<file path="config.mk">
export PLATFORM = sky130hd
export DESIGN_NAME = uart_rx_block
export DESIGN_NICKNAME = d
export VERILOG_FILES = /design/src/rtl/uart_rx_block.sv
export SDC_FILE = /design/constraint.sdc
export NUM_CORES = 1
export LEC_CHECK = 0
export BUFFER_PORTS_ARGS = -buffer_cell sky130_fd_sc_hd__buf_4
export CAP_MARGIN = 40
export CORE_AREA = 4 4 148 150
export DETAILED_ROUTE_END_ITERATION = 10
export DIE_AREA = 0 0 152 154
export GPL_ROUTABILITY_DRIVEN = 0
export GPL_TIMING_DRIVEN = 1
export HOLD_SLACK_MARGIN = 0.06
export PLACE_DENSITY = 0.81
export SLEW_MARGIN = 20
export SYNTH_ARGS = -nofsm -noshare
export SYNTH_HDL_FRONTEND = slang
export SYNTH_SLANG_ARGS = --single-unit
</file>
<file path="constraint.sdc">
create_clock -name clk -period 4.55 [get_ports clk]
set_clock_uncertainty 0.2 [all_clocks]
set_input_delay 0 -clock clk [delete_from_list [all_inputs] [get_ports clk]]
set_output_delay 0 -clock clk [all_outputs]
set_load 0.03 [all_outputs]
</file>
<file path="src/rtl/uart_rx_block.sv">
// 8N1 UART receiver that packs sixteen received bytes into one 128-bit block
// and hands it to the AES loader over a valid/ready handshake.
module uart_rx_block #(
    parameter int CLKS_PER_BIT    = 87,
    parameter int BYTES_PER_BLOCK = 16
) (
    input  logic         clk,
    input  logic         rst_n,
    input  logic         uart_rx,
    output logic [127:0] o_block,
    output logic         o_block_valid,
    input  logic         i_block_ready,
    output logic         o_frame_err,
    output logic         o_overrun
);

    localparam logic [15:0] HALF_CNT  = 16'((CLKS_PER_BIT - 1) / 2);
    localparam logic [15:0] BAUD_LAST = 16'(CLKS_PER_BIT - 1);
    localparam logic [3:0]  LAST_BYTE = 4'(BYTES_PER_BLOCK - 1);

    typedef enum logic [2:0] {
        S_IDLE,
        S_START,
        S_DATA,
        S_STOP,
        S_BREAK
    } state_t;

    state_t         state;
    state_t         state_nxt;
    logic           rx_meta;
    logic           rx_s;
    logic [15:0]    baud_cnt;
    logic [2:0]     bit_cnt;
    logic [3:0]     byte_idx;
    logic [7:0]     shift_reg;
    logic [127:0]   asm_reg;

    logic           cnt_clr;
    logic           bit_sample;
    logic           byte_ok;
    logic           stop_bad;
    logic [127:0]   asm_next;
    logic           block_done;
    logic           block_load;

    assign asm_next   = {asm_reg[119:0], shift_reg};
    assign block_done = byte_ok && (byte_idx == LAST_BYTE);
    assign block_load = block_done && (!o_block_valid || i_block_ready);

    // Synchronizer idles high so reset never looks like a start bit.
    always_ff @(posedge clk or negedge rst_n) begin
        if (!rst_n) begin
            rx_meta <= 1'b1;
            rx_s    <= 1'b1;
        end else begin
            rx_meta <= uart_rx;
            rx_s    <= rx_meta;
        end
    end

    always_ff @(posedge clk or negedge rst_n) begin
        if (!rst_n) begin
            state <= S_IDLE;
        end else begin
            state <= state_nxt;
        end
    end

    always_comb begin
        state_nxt  = state;
        cnt_clr    = 1'b0;
        bit_sample = 1'b0;
        byte_ok    = 1'b0;
        stop_bad   = 1'b0;
        case (state)
            S_IDLE: begin
                cnt_clr = 1'b1;
                if (!rx_s) begin
                    state_nxt = S_START;
                end
            end
            S_START: begin
                if (baud_cnt == HALF_CNT) begin
                    cnt_clr   = 1'b1;
                    state_nxt = rx_s ? S_IDLE : S_DATA;
                end
            end
            S_DATA: begin
                if (baud_cnt == BAUD_LAST) begin
                    cnt_clr    = 1'b1;
                    bit_sample = 1'b1;
                    if (bit_cnt == 3'd7) begin
                        state_nxt = S_STOP;
                    end
                end
            end
            S_STOP: begin
                if (baud_cnt == BAUD_LAST) begin
                    cnt_clr = 1'b1;
                    if (rx_s) begin
                        byte_ok   = 1'b1;
                        state_nxt = S_IDLE;
                    end else begin
                        stop_bad  = 1'b1;
                        state_nxt = S_BREAK;
                    end
                end
            end
            S_BREAK: begin
                cnt_clr = 1'b1;
                if (rx_s) begin
                    state_nxt = S_IDLE;
                end
            end
            default: begin
                state_nxt = S_IDLE;
            end
        endcase
    end

    // A framing error abandons the partial block so the next one starts aligned.
    always_ff @(posedge clk or negedge rst_n) begin
        if (!rst_n) begin
            baud_cnt  <= '0;
            bit_cnt   <= '0;
            byte_idx  <= '0;
            shift_reg <= '0;
            asm_reg   <= '0;
        end else begin
            baud_cnt <= cnt_clr ? 16'd0 : baud_cnt + 16'd1;
            if (state == S_IDLE) begin
                bit_cnt <= '0;
            end else if (bit_sample) begin
                bit_cnt <= bit_cnt + 3'd1;
            end
            if (bit_sample) begin
                shift_reg <= {rx_s, shift_reg[7:1]};
            end
            if (stop_bad) begin
                byte_idx <= '0;
            end else if (byte_ok) begin
                byte_idx <= (byte_idx == LAST_BYTE) ? 4'd0 : byte_idx + 4'd1;
            end
            if (byte_ok) begin
                asm_reg <= asm_next;
            end
        end
    end

    // A block arriving into a full, undrained slot is dropped and flagged.
    always_ff @(posedge clk or negedge rst_n) begin
        if (!rst_n) begin
            o_block       <= '0;
            o_block_valid <= 1'b0;
            o_frame_err   <= 1'b0;
            o_overrun     <= 1'b0;
        end else begin
            if (block_load) begin
                o_block       <= asm_next;
                o_block_valid <= 1'b1;
            end else if (o_block_valid && i_block_ready) begin
                o_block_valid <= 1'b0;
            end
            o_frame_err <= stop_bad;
            o_overrun   <= block_done && !block_load;
        end
    end

endmodule

</file>
==> qor.yml <==
grt-ovfl-total: 0
synth_flop_cell: "dfrtp_1"
gr-usage-met2_pct: 29.6
setup_slack_ns: 1.77
synth_common_cells: "285 x dfrtp_1, 142 x mux2_2, 114 x mux2_1, 16 x nand3_1, 15 x nor2_1"
clock_sinks: 287
maxCapViolCount: 0
synth_edf_count: 0
antenna_cells: 0
via_per_inst: 5.36
vias: 6182
top_usage_layer: "met2"
grt_max_degree: 139
yosysMostFrequentCell: "dfrtp_1"
async_flop_share_pct: 100
worst_setup_path_start_kind: "register"
final_antenna_net_count: 0
fin_cells: 1154
dp_hpwl_um: 13000
ys_seq_area_share_pct: 64.0
finalCritPeriodShare_pct: 61.1
syn_area_um2: 11200
synth.distinct_cells: 45
endpoint_kind: "register"
setup_viol: 0
min_path_type: "reg -> reg"
io_pins: 135
max_slew.worst_pin.slew_ns: 0.657
grt.met3_usage_pct: 3.88
drc_errors: 0
clock_latency_ns: 0.53
dieArea_um2: 23400
grt_pass1_vias: 6548
drtIter0Drc: 286
netlist_top_cells_area: "dfrtp_1 64%, mux2_2 14%, mux2_1 11%, buf_6 1.4%, nand3_1 0.71%"
grt_use_met1_pct: 24.0
place_ws_ns: 1.81
grt_setup_unrepaired: "no"
maxSlewHeadroom_pct: 56.0
worstPathRequired_ns: 4.76
synth_nets: 722
htreeDepth: 1
antenna_found_initial: 0
yosysTopAreaCell: "dfrtp_1"
powerDensity_nw_per_um2: 376
cts_buffer_depth: 3
start_util_pct: 54.3
cts_made_buffers: 28
ir_worst_vdd_v: 0.000288
rows: 53
grt_util_all_layers_pct: 17.7
grt_pass1_wl_um: 35000
coreArea_um2: 20700
tns_ns: 0
cp.arrival_ns: 2.99
crit_chain: "nor4_4 -> nand4_1 -> nor4b_4 -> buf_12 -> mux2_1"
drive_gt1_share_pct: 38.8
critPathMaxStageDelay_ns: 0.46
syn-instance-count: 713
synth_top_area_share_pct: 63.5
dpl_cell_area_um2: 12400
hold_viol: 0
path_buf_inv: 1
clk_pin_slew_ns: 0.06
cts_setup_buffers: 0
numPortBuffers: 134
post_synth.cell_area_avg_um2: 15.7
status: "complete, no violations"
crit_fanout: 98
cts_root_buf: "clkbuf_16"
slowest_stage: "dfrtp_1"
synth_warnings: 0
wl_um: 20500
p_leak_nw: 7.10
slew_viol_final: 0
largest_reg_flops: 128
area_delta_synth_final_pct: 20.1
tritoncts: "yes"
fin_crit_ns: 2.78
postCtsHoldBufs: 5
clock.fmax_mhz: 360
cts_resized: 0
cp_top_family: "simple AND/OR/NAND/NOR gates"
synth_seq_cells: 287
final_cell_area_um2: 13500
die_w_um: 152
routedWlPerCell_um: 17.7
dpl.cell_count: 1096
path_class: "reg -> reg"
fp.dieH_um: 154
dr.pass1.iters: 4
final_nets: 866
[per-layer routing]
layer	share of wire, %	vias up
met5	0	-
met4	1.8	0
met3	4.9	30
met2	49	129
met1	44	3174
li1	-	2849
[final cells by class]
type / count / area (um^2)
clock inverters: 9 / 159
well taps: 275 / 344
inverters: 3 / 11.3
flip-flops and latches: 287 / 7180
repair buffers: 150 / 1200
clock buffers: 43 / 827
fillers: 1505 / 7210
multi-input cells: 387 / 3760
[placed cells by master, fill, tap and decap left out, types with 3 or more instances in the layout]
| cell type | instances |
|---|---|
| o211ai_1 | 3 |
| xor2_1 | 6 |
| nand2_1 | 10 |
| nor4_1 | 3 |
| clkbuf_8 | 7 |
| mux2_1 | 114 |
| nand3_1 | 16 |
| ha_1 | 5 |
| nand4_1 | 6 |
| dfrtp_1 | 285 |
| bufinv_16 | 4 |
| mux2_2 | 142 |
| nor2_1 | 14 |
| inv_1 | 3 |
| dlygate4sd3_1 | 5 |
| clkinv_2 | 3 |
| clkbuf_1 | 8 |
| clkbuf_16 | 28 |
| a21oi_1 | 5 |
| xnor2_1 | 6 |
| o21ai_0 | 11 |
| and4_1 | 3 |
| nor3_1 | 11 |
| buf_4 | 140 |
| nand3b_1 | 4 |
[worst reg2reg max path: cells and delay by family (launching register included)]
family	cells	cell delay (ns)
flip-flops	1	0.46
AND/OR/NAND/NOR	3	1.04
multiplexers	1	0.57
buffers and inverters	1	0.40
[power by group]
part | switching [mW] | internal, mW | leakage, nW
Clock | 0.936 | 1.48 | 0.480
Sequential | 0.0120 | 2.56 | 4.00
Combinational | 0.0650 | 0.0217 | 2.63
Total | 1.01 | 4.06 | 7.10
[final timing paths]
| path | from | slack [ns] | endpoint | cells after the start |
|---|---|---|---|---|
| max | baud_cnt[8] | 1.77 | o_block[91] | 5 |
| min | rx_meta | 0.16 | rx_s | 0 |
| max reg2reg | baud_cnt[8] | 1.77 | o_block[91] | 5 |
| min reg2reg | rx_meta | 0.16 | rx_s | 0 |
| max in group asynchronous | rst_n | 2.44 | o_block[114] | 5 |
| min in group asynchronous | rst_n | 0.30 | o_block[36] | 3 |
[logic make-up after synthesis]
logic type	after synthesis	synth area share [%]
mux	256	25.7
fa+ha+maj	5	0.557
simple gates	85	4.52
flops	287	64.0
buf+inv	39	2.62
compound gates	29	1.69
xor+xnor	12	0.936
[stage by stage]
stage	power, mW	hold WS, ns	util (%)
after floorplan	2.64	-0.496	-
after global placement	2.70	-0.0899	59.8
after detailed placement	2.70	-0.0891	60.0
after CTS	5.14	0.130	65.0
after global routing	5.27	0.168	65.2
final	5.07	0.155	65.2
Note: power is estimated with default switching activity, not from simulation.
